<file path="config.mk">
export PLATFORM = sky130hd
export DESIGN_NAME = reset_sequencer
export DESIGN_NICKNAME = d
export VERILOG_FILES = /design/src/rtl/rst_seq_pkg.sv /design/src/rtl/sync_level.sv /design/src/rtl/reset_sequencer.sv
export SDC_FILE = /design/constraint.sdc
export NUM_CORES = 1
export LEC_CHECK = 0
export CAP_MARGIN = 20
export CORE_MARGIN = 2
export CORE_UTILIZATION = 40
export DETAILED_ROUTE_END_ITERATION = 16
export SYNTH_ARGS = -nofsm -noshare
export SYNTH_HDL_FRONTEND = slang
export SYNTH_SLANG_ARGS = --single-unit
</file>
<file path="constraint.sdc">
create_clock -name clk -period 1.3 [get_ports clk]
set_input_delay 0.26 -clock clk [delete_from_list [all_inputs] [get_ports clk]]
set_output_delay 0.26 -clock clk [all_outputs]
set_load 0.01 [all_outputs]
</file>
<file path="src/rtl/rst_seq_pkg.sv">
// Shared state encoding and default delay constants for the reset sequencer.
package rst_seq_pkg;

  typedef enum logic [2:0] {
    WAIT_LOCK = 3'd0,
    SETTLE    = 3'd1,
    CORE      = 3'd2,
    RUN       = 3'd3,
    SOFT      = 3'd4
  } seq_state_t;

  localparam int DEF_LOCK_WAIT = 64;
  localparam int DEF_STAGE_DLY = 16;
  localparam int DEF_SOFT_LEN  = 32;

  function automatic int max3(input int a, input int b, input int c);
    int m;
    m = (a > b) ? a : b;
    return (m > c) ? m : c;
  endfunction

endpackage

</file>
<file path="src/rtl/sync_level.sv">
// Two-flop level synchronizer with asynchronous active-high clear to 0.
module sync_level (
  input  logic clk,
  input  logic clr,
  input  logic d,
  output logic q
);

  logic meta;

  always_ff @(posedge clk or posedge clr) begin
    if (clr) begin
      meta <= 1'b0;
      q    <= 1'b0;
    end else begin
      meta <= d;
      q    <= meta;
    end
  end

endmodule

</file>
<file path="src/rtl/reset_sequencer.sv">
// Staged reset release: wait for a stable PLL lock, free the core, then the
// peripherals; supports a timed soft reset from RUN. State exposed on 'state'.
module reset_sequencer
  import rst_seq_pkg::*;
#(
  parameter int LOCK_WAIT = DEF_LOCK_WAIT,
  parameter int STAGE_DLY = DEF_STAGE_DLY,
  parameter int SOFT_LEN  = DEF_SOFT_LEN
) (
  input  logic       clk,
  input  logic       reset,
  input  logic       pll_locked,
  input  logic       soft_reset_req,
  output logic       reset_core,
  output logic       reset_periph,
  output logic       reset_done,
  output logic [2:0] state
);

  localparam int CW = $clog2(max3(LOCK_WAIT, STAGE_DLY, SOFT_LEN) + 1);
  localparam logic [CW-1:0] LW_LAST = CW'(LOCK_WAIT - 1);
  localparam logic [CW-1:0] SD_LAST = CW'(STAGE_DLY - 1);
  localparam logic [CW-1:0] SL_LAST = CW'(SOFT_LEN - 1);

  logic          lock_s;
  seq_state_t    state_q, state_n;
  logic [CW-1:0] cnt_q, cnt_n;
  logic          core_n, periph_n, done_n;

  sync_level u_lock_sync (
    .clk (clk),
    .clr (reset),
    .d   (pll_locked),
    .q   (lock_s)
  );

  always_ff @(posedge clk or posedge reset) begin
    if (reset) begin
      state_q      <= WAIT_LOCK;
      cnt_q        <= '0;
      reset_core   <= 1'b1;
      reset_periph <= 1'b1;
      reset_done   <= 1'b0;
    end else begin
      state_q      <= state_n;
      cnt_q        <= cnt_n;
      reset_core   <= core_n;
      reset_periph <= periph_n;
      reset_done   <= done_n;
    end
  end

  // Every terminal count exits the state with the counter cleared, so it never wraps.
  always_comb begin
    state_n = state_q;
    cnt_n   = cnt_q;
    case (state_q)
      WAIT_LOCK: begin
        cnt_n = '0;
        if (lock_s) state_n = SETTLE;
      end
      SETTLE: begin
        if (!lock_s) begin
          state_n = WAIT_LOCK;
          cnt_n   = '0;
        end else if (cnt_q == LW_LAST) begin
          state_n = CORE;
          cnt_n   = '0;
        end else begin
          cnt_n = cnt_q + CW'(1);
        end
      end
      CORE: begin
        if (!lock_s) begin
          state_n = WAIT_LOCK;
          cnt_n   = '0;
        end else if (cnt_q == SD_LAST) begin
          state_n = RUN;
          cnt_n   = '0;
        end else begin
          cnt_n = cnt_q + CW'(1);
        end
      end
      RUN: begin
        cnt_n = '0;
        if (!lock_s)             state_n = WAIT_LOCK;
        else if (soft_reset_req) state_n = SOFT;
      end
      SOFT: begin
        if (cnt_q == SL_LAST) begin
          state_n = WAIT_LOCK;
          cnt_n   = '0;
        end else begin
          cnt_n = cnt_q + CW'(1);
        end
      end
      default: begin
        state_n = WAIT_LOCK;
        cnt_n   = '0;
      end
    endcase
  end

  // Outputs are a pure function of the next state, which keeps the release
  // order and reset_done == !reset_periph true by construction.
  always_comb begin
    core_n   = !((state_n == CORE) || (state_n == RUN));
    periph_n = (state_n != RUN);
    done_n   = (state_n == RUN);
  end

  assign state = state_q;

endmodule

</file>
## Word-level counts from Yosys, hierarchy flattened

Cells that the tools add are included.

- $add $sub $neg: 1
- Reduce and logical (&&, ||, !) cells: 3
- Mux-type cells: 15
- Equal/unequal tests: 10

Operator list:

| operator | count |
|---|---|
| two-way mux 7 bit | 5 |
| two-way mux 3 bit | 8 |
| one-hot mux 7 bit (3 select lines) | 1 |
| one-hot mux 3 bit (5 select lines) | 1 |
| equality test 3 x 2 -> 1 bit (second input constant) | 4 |
| adder 7 x 1 -> 7 bit (second input constant) | 1 |
| equality test 7 x 4 -> 1 bit (second input constant) | 1 |
| equality test 7 x 5 -> 1 bit (second input constant) | 1 |
| equality test 7 x 6 -> 1 bit (second input constant) | 1 |
| equality test 3 x 1 -> 1 bit (second input constant) | 1 |
| equality test 3 bit (second input constant) | 1 |
| zero test 3 bit | 1 |
| inequality test 3 x 2 -> 1 bit (second input constant) | 1 |
| zero test 1 bit | 1 |
| logical OR 1 bit | 1 |

- Input port bits: 4
- Register bits: 15
- Word-level logic and storage cells: 36

## Longest topological paths before layout

- Depth in word-level cells: 7
- Mapped depth: 4
- Mapped depth without buffers: 4

## Cells and area by module

From an unflattened synthesis, not the netlist that was laid out.

- Cell total of the unflattened synthesis: 69
- Area, all modules: 742.0 sq um

Modules (own cells, without submodules):

| module | sequential area each (sq um) | cells each | area an instance (sq um) | instances |
|---|---|---|---|---|
| reset_sequencer | 327.8 | 66 | 688.2 | 1 |
| sync_level | 50.0 | 3 | 53.8 | 1 |

## Least setup slack after synthesis

No wires, ideal clock.

- Path type: register -> register
- From: reg cnt_q[0]
- To: reg cnt_q[5]
- Clock period less this slack: 1.359 ns
- Path buffers: 0
- Setup slack: -0.059 ns
- Cell stages (with the launch flop): 5
- Arrival time: 1.210 ns
- Library setup time: 0.149 ns
- Cells stage by stage: dfrtp_1 -> ha_1 -> nand4_2 -> o31ai_2 -> a32oi_1

- Longest elaborated chain between the ends: 4

Ends and longest elaborated chain:

| what | RTL line | text |
|---|---|---|
| start, declared | reset_sequencer.sv:27 | `logic [CW-1:0] cnt_q, cnt_n;` |
| start signal, assigned | reset_sequencer.sv:46 | `cnt_q <= cnt_n;` |
| adder 7 x 1 -> 7 bit, or another cell as far along | reset_sequencer.sv:70, reset_sequencer.sv:81, reset_sequencer.sv:94 |  |
| two-way mux 7 bit (on tied branches) | reset_sequencer.sv:77, reset_sequencer.sv:66 |  |
| two-way mux 7 bit (on tied branches) | reset_sequencer.sv:74, reset_sequencer.sv:63 |  |
| one-hot mux 7 bit (3 select lines) (*) | reset_sequencer.sv:57 | `case (state_q)` |
| via cnt_n[5] | reset_sequencer.sv:27 |  |

Mark *: on every way through the listed nets, which the timed path passes. The rest lies on a longest branch.

## Worst setup path in the final report

- From: reg cnt_q[1]
- To: reg cnt_q[5]

The elaborated chain is that of the path after synthesis.

==> results.md <==
* Share of cells above drive strength 1 at 0.409
* Synth Net Count at 70
* Dpl cell area at approximately 970 um^2
* Req. time, crit path at ~1.5 ns
* Finished Cell Area at roughly 0.0011 mm^2
* Post-route clock period utilization at 1.05
* Port bufs at 9
* Number of I/O pins at 10
* Worst-path clk slew at 0.09 ns
* CTS Root Cell: clkbuf_4
* Grt ovf at 0
* Ordered cell list for the critical path: ha_4 -> nand4_4 -> o31ai_2 -> buf_4 -> a32oi_1
* Synth Area in XOR/XNOR at 0.0346
* Post-synth top area share at 0.428
* Die X at about 48 um
* Reg power frac at 0.592
* Number of synthesis warnings at 0
* Placer Congestion at 0.840
* CP Launch Type: flop
* Critical-path top delay cell: dfrtp_1
* Clk sinks at 15
* Failing checks: setup timing
* 1st-pass router iterations at 4
* CP max stage delay at between 0.4 and 0.5 ns
* Power share of the clock group at 0.326
* Total GRT Usage at 0.189
* Compound-Gate Fraction of Synth Area at 0.203
* Hold WC Path Type: in -> async
* Period minus WS final at between 1 and 1.5 ns
* Worst-margin pin slew at roughly 0.38 ns
* # DRC at 0
* Relative slew slack at 0.746
* Synth Instances at between 60 and 70
* DR iter-0 viols at 10
* Post-synthesis sequential area ratio at 0.498
* Clk_lat worst skew at between 0.2 and 0.3 ns
* Total wire length at roughly 1700 um
* N_diodes at 0
* Netlist cell types at 38
* Worst IR Drop VDD at 0.000833 V
* Fin. Hold Viols at 0
* Main combinational cell family by area after synthesis: simple AND/OR/NAND/NOR gates
* CP Max Fanout at 6
* Number of synthesized flops with an enable pin at 0
* Nets@finish at 99
* Largest net degree at the start of global routing at 10
* Multiplexer share of the synthesized area at 0.0132
* Combinational power share at 0.082
* Initial Utilization at 0.430
* CORE AREA at between 0.0015 and 0.002 mm^2
* Layout Skew at between 0.006 and 0.007 ns
* Initial antenna violation count at 0
* CTS Buffer Depth at 2
* CP Capture Type: flop
* CTS H-tree depth at 1
* Syn Std Cell Area at around 760 um^2
* Simple-Gate Fraction of Synth Area at 0.209
* First-pass GRT wire length at 2930 um
* Place WS at -0.0489 ns
* Leakage power at roughly 0.47 nW
* Pwr per Cell Area at around 760 mW/mm^2
* Die height at between 40 and 50 um
* Via density at approximately 5.3
* Post-synth ARST share at 1.00
* Switching share of power at 0.228
* Syn avg cell area at ~12 um^2
* Top cells by area, synth: dfrtp_1 (43%), dfstp_2 (6.9%), o31ai_4 (2.8%)
* WL per Instance at 14.5 um
* Int Pwr at between 600 and 700 uW
* Most used flip-flop cell after synthesis: dfrtp_1
* Slew Viols, Final at 0
* Unrepaired setup endpoints after global routing: true
* Detail Route Antenna Nets at 0
* Vias in the first global route at between 600 and 700
* Fmax at about 0.74 GHz
* Status: finished with violations
* Detail Placement HPWL at approximately 1200 um
* WS Path Type: reg -> reg
* # rows at 15
* Die area at between 0.002 and 0.0025 mm^2
* Max-capacitance violation count at 0
* Area growth, synth to finish at 41.4%
* Flops & latches, synth at 15
* Routed via count at between 600 and 700
* Setup ws final at -0.0598 ns
* Final setup vio count at 8
* CP Data Arrival Time at between 1.5 and 2 ns
* Synth Area in Adders at 0.0165
* Switching Power at 185 uW
* CTS tree: built
* CTS Buf Count at 3
* Most area-hungry cell type in the Yosys netlist: dfrtp_1
state kept, by name, indices dropped and copies added (netlist names):
signal            cells
u_lock_sync.q         1
reset_core            1
u_lock_sync.meta      1
reset_done            1
reset_periph          1
state                 3
cnt_q                 7
kinds of logic after synthesis:
logic type      after synthesis
mux                           1
simple gates                 21
fa+ha+maj                     1
compound gates               19
flops                        15
xor+xnor                      3
buf+inv                       5
synthesized netlist by cell type, types with 2 or more instances:
| master | number |
|---|---|
| dfrtp_1 | 13 |
| inv_1 | 4 |
| a31oi_1 | 3 |
| nand2_1 | 3 |
| nand3_1 | 3 |
| a21oi_1 | 2 |
| and3_1 | 2 |
| dfstp_2 | 2 |
| nor2_1 | 2 |
| o21ai_0 | 2 |
| xnor2_1 | 2 |
critical path: cells and delay by family, from the launching register on:
family | cells | cell delay (ns)
adder cells (fa/ha/maj) | 1 | 0.18
buffers and inverters | 1 | 0.17
flip-flops | 1 | 0.41
AO/OA/AOI/OAI | 2 | 0.31
AND/OR/NAND/NOR | 1 | 0.16
path summary, 6_finish.rpt:
kind,startpoint,endpoint,slack (ns),depth (start not counted)
max in group asynchronous,reset,state[0],0.70,3
worst max register to register,cnt_q[1],cnt_q[5],-0.06,5
worst min-delay path,reset,cnt_q[2],0.19,2
worst min register to register,u_lock_sync.meta,u_lock_sync.q,0.36,0
min in group clk,u_lock_sync.meta,u_lock_sync.q,0.36,0
worst max-delay path,cnt_q[1],cnt_q[5],-0.06,5
final cells by class:
| type | count | area [um^2] |
|---|---|---|
| tap | 25 | 31.3 |
| inverter | 4 | 15.0 |
| timing repair buffer | 25 | 199 |
| clock buffer | 4 | 26.3 |
| sequential | 15 | 380 |
| multi-input combinational | 45 | 422 |
| fill | 160 | 691 |
power by group through the flow:
stage	clock, mW	sequential, mW	combinational, mW
2_1_floorplan	0	0.490	0.0279
3_3_place_gp	0	0.490	0.0573
5_1_grt	0.301	0.481	0.0748
3_5_place_dp	0	0.490	0.0582
6_report	0.264	0.480	0.0666
4_1_cts	0.271	0.480	0.0658
repair_timing:
item / CTS / global route
pin swaps: 4 / 5
buffers inserted: 4 / 1
setup endpoints to repair: 14 / 14
resized for setup: 18 / 4
hold buffers: 0 / 0
gates cloned: 0 / 0
cells in the final DEF (no fill, tap or decap), types with 2 or more instances in the layout:
| cell type | n |
|---|---|
| a21oi_1 | 2 |
| a31oi_1 | 3 |
| and3_1 | 2 |
| buf_4 | 15 |
| clkbuf_2 | 2 |
| clkbuf_4 | 3 |
| clkdlybuf4s50_1 | 3 |
| dfrtp_1 | 11 |
| dfrtp_2 | 2 |
| dfstp_2 | 2 |
| dlygate4sd2_1 | 4 |
| inv_1 | 4 |
| nand2_1 | 3 |
| nand3_1 | 2 |
| nor2_1 | 2 |
| xnor2_1 | 2 |
metal layers:
metal / routed length [um] / up-vias / share of wire / GRT usage
met5: 0 / - / 0 / 0
met2: 834 / 15 / 0.49 / 0.311
li1: - / 301 / - / -
met4: 23 / 0 / 0.013 / 0.0486
met1: 770 / 307 / 0.45 / 0.244
met3: 84 / 4 / 0.049 / 0.0566
stage by stage:
| step | power (mW) | hold WS (ns) | setup TNS (ns) | util | std cells |
|---|---|---|---|---|---|
| final | 0.811 | 0.193 | -0.283 | 0.609 | 118 |
| after global routing | 0.857 | 0.209 | -0.866 | 0.609 | 118 |
| after floorplan | 0.518 | 0.160 | -0.0174 | - | 65 |
| after global placement | 0.547 | 0.343 | -0.0556 | 0.550 | 109 |
| after CTS | 0.817 | 0.204 | -0.0817 | 0.605 | 117 |
| after detailed placement | 0.549 | 0.341 | -0.171 | 0.550 | 109 |
(Power assumes the default switching activity.)
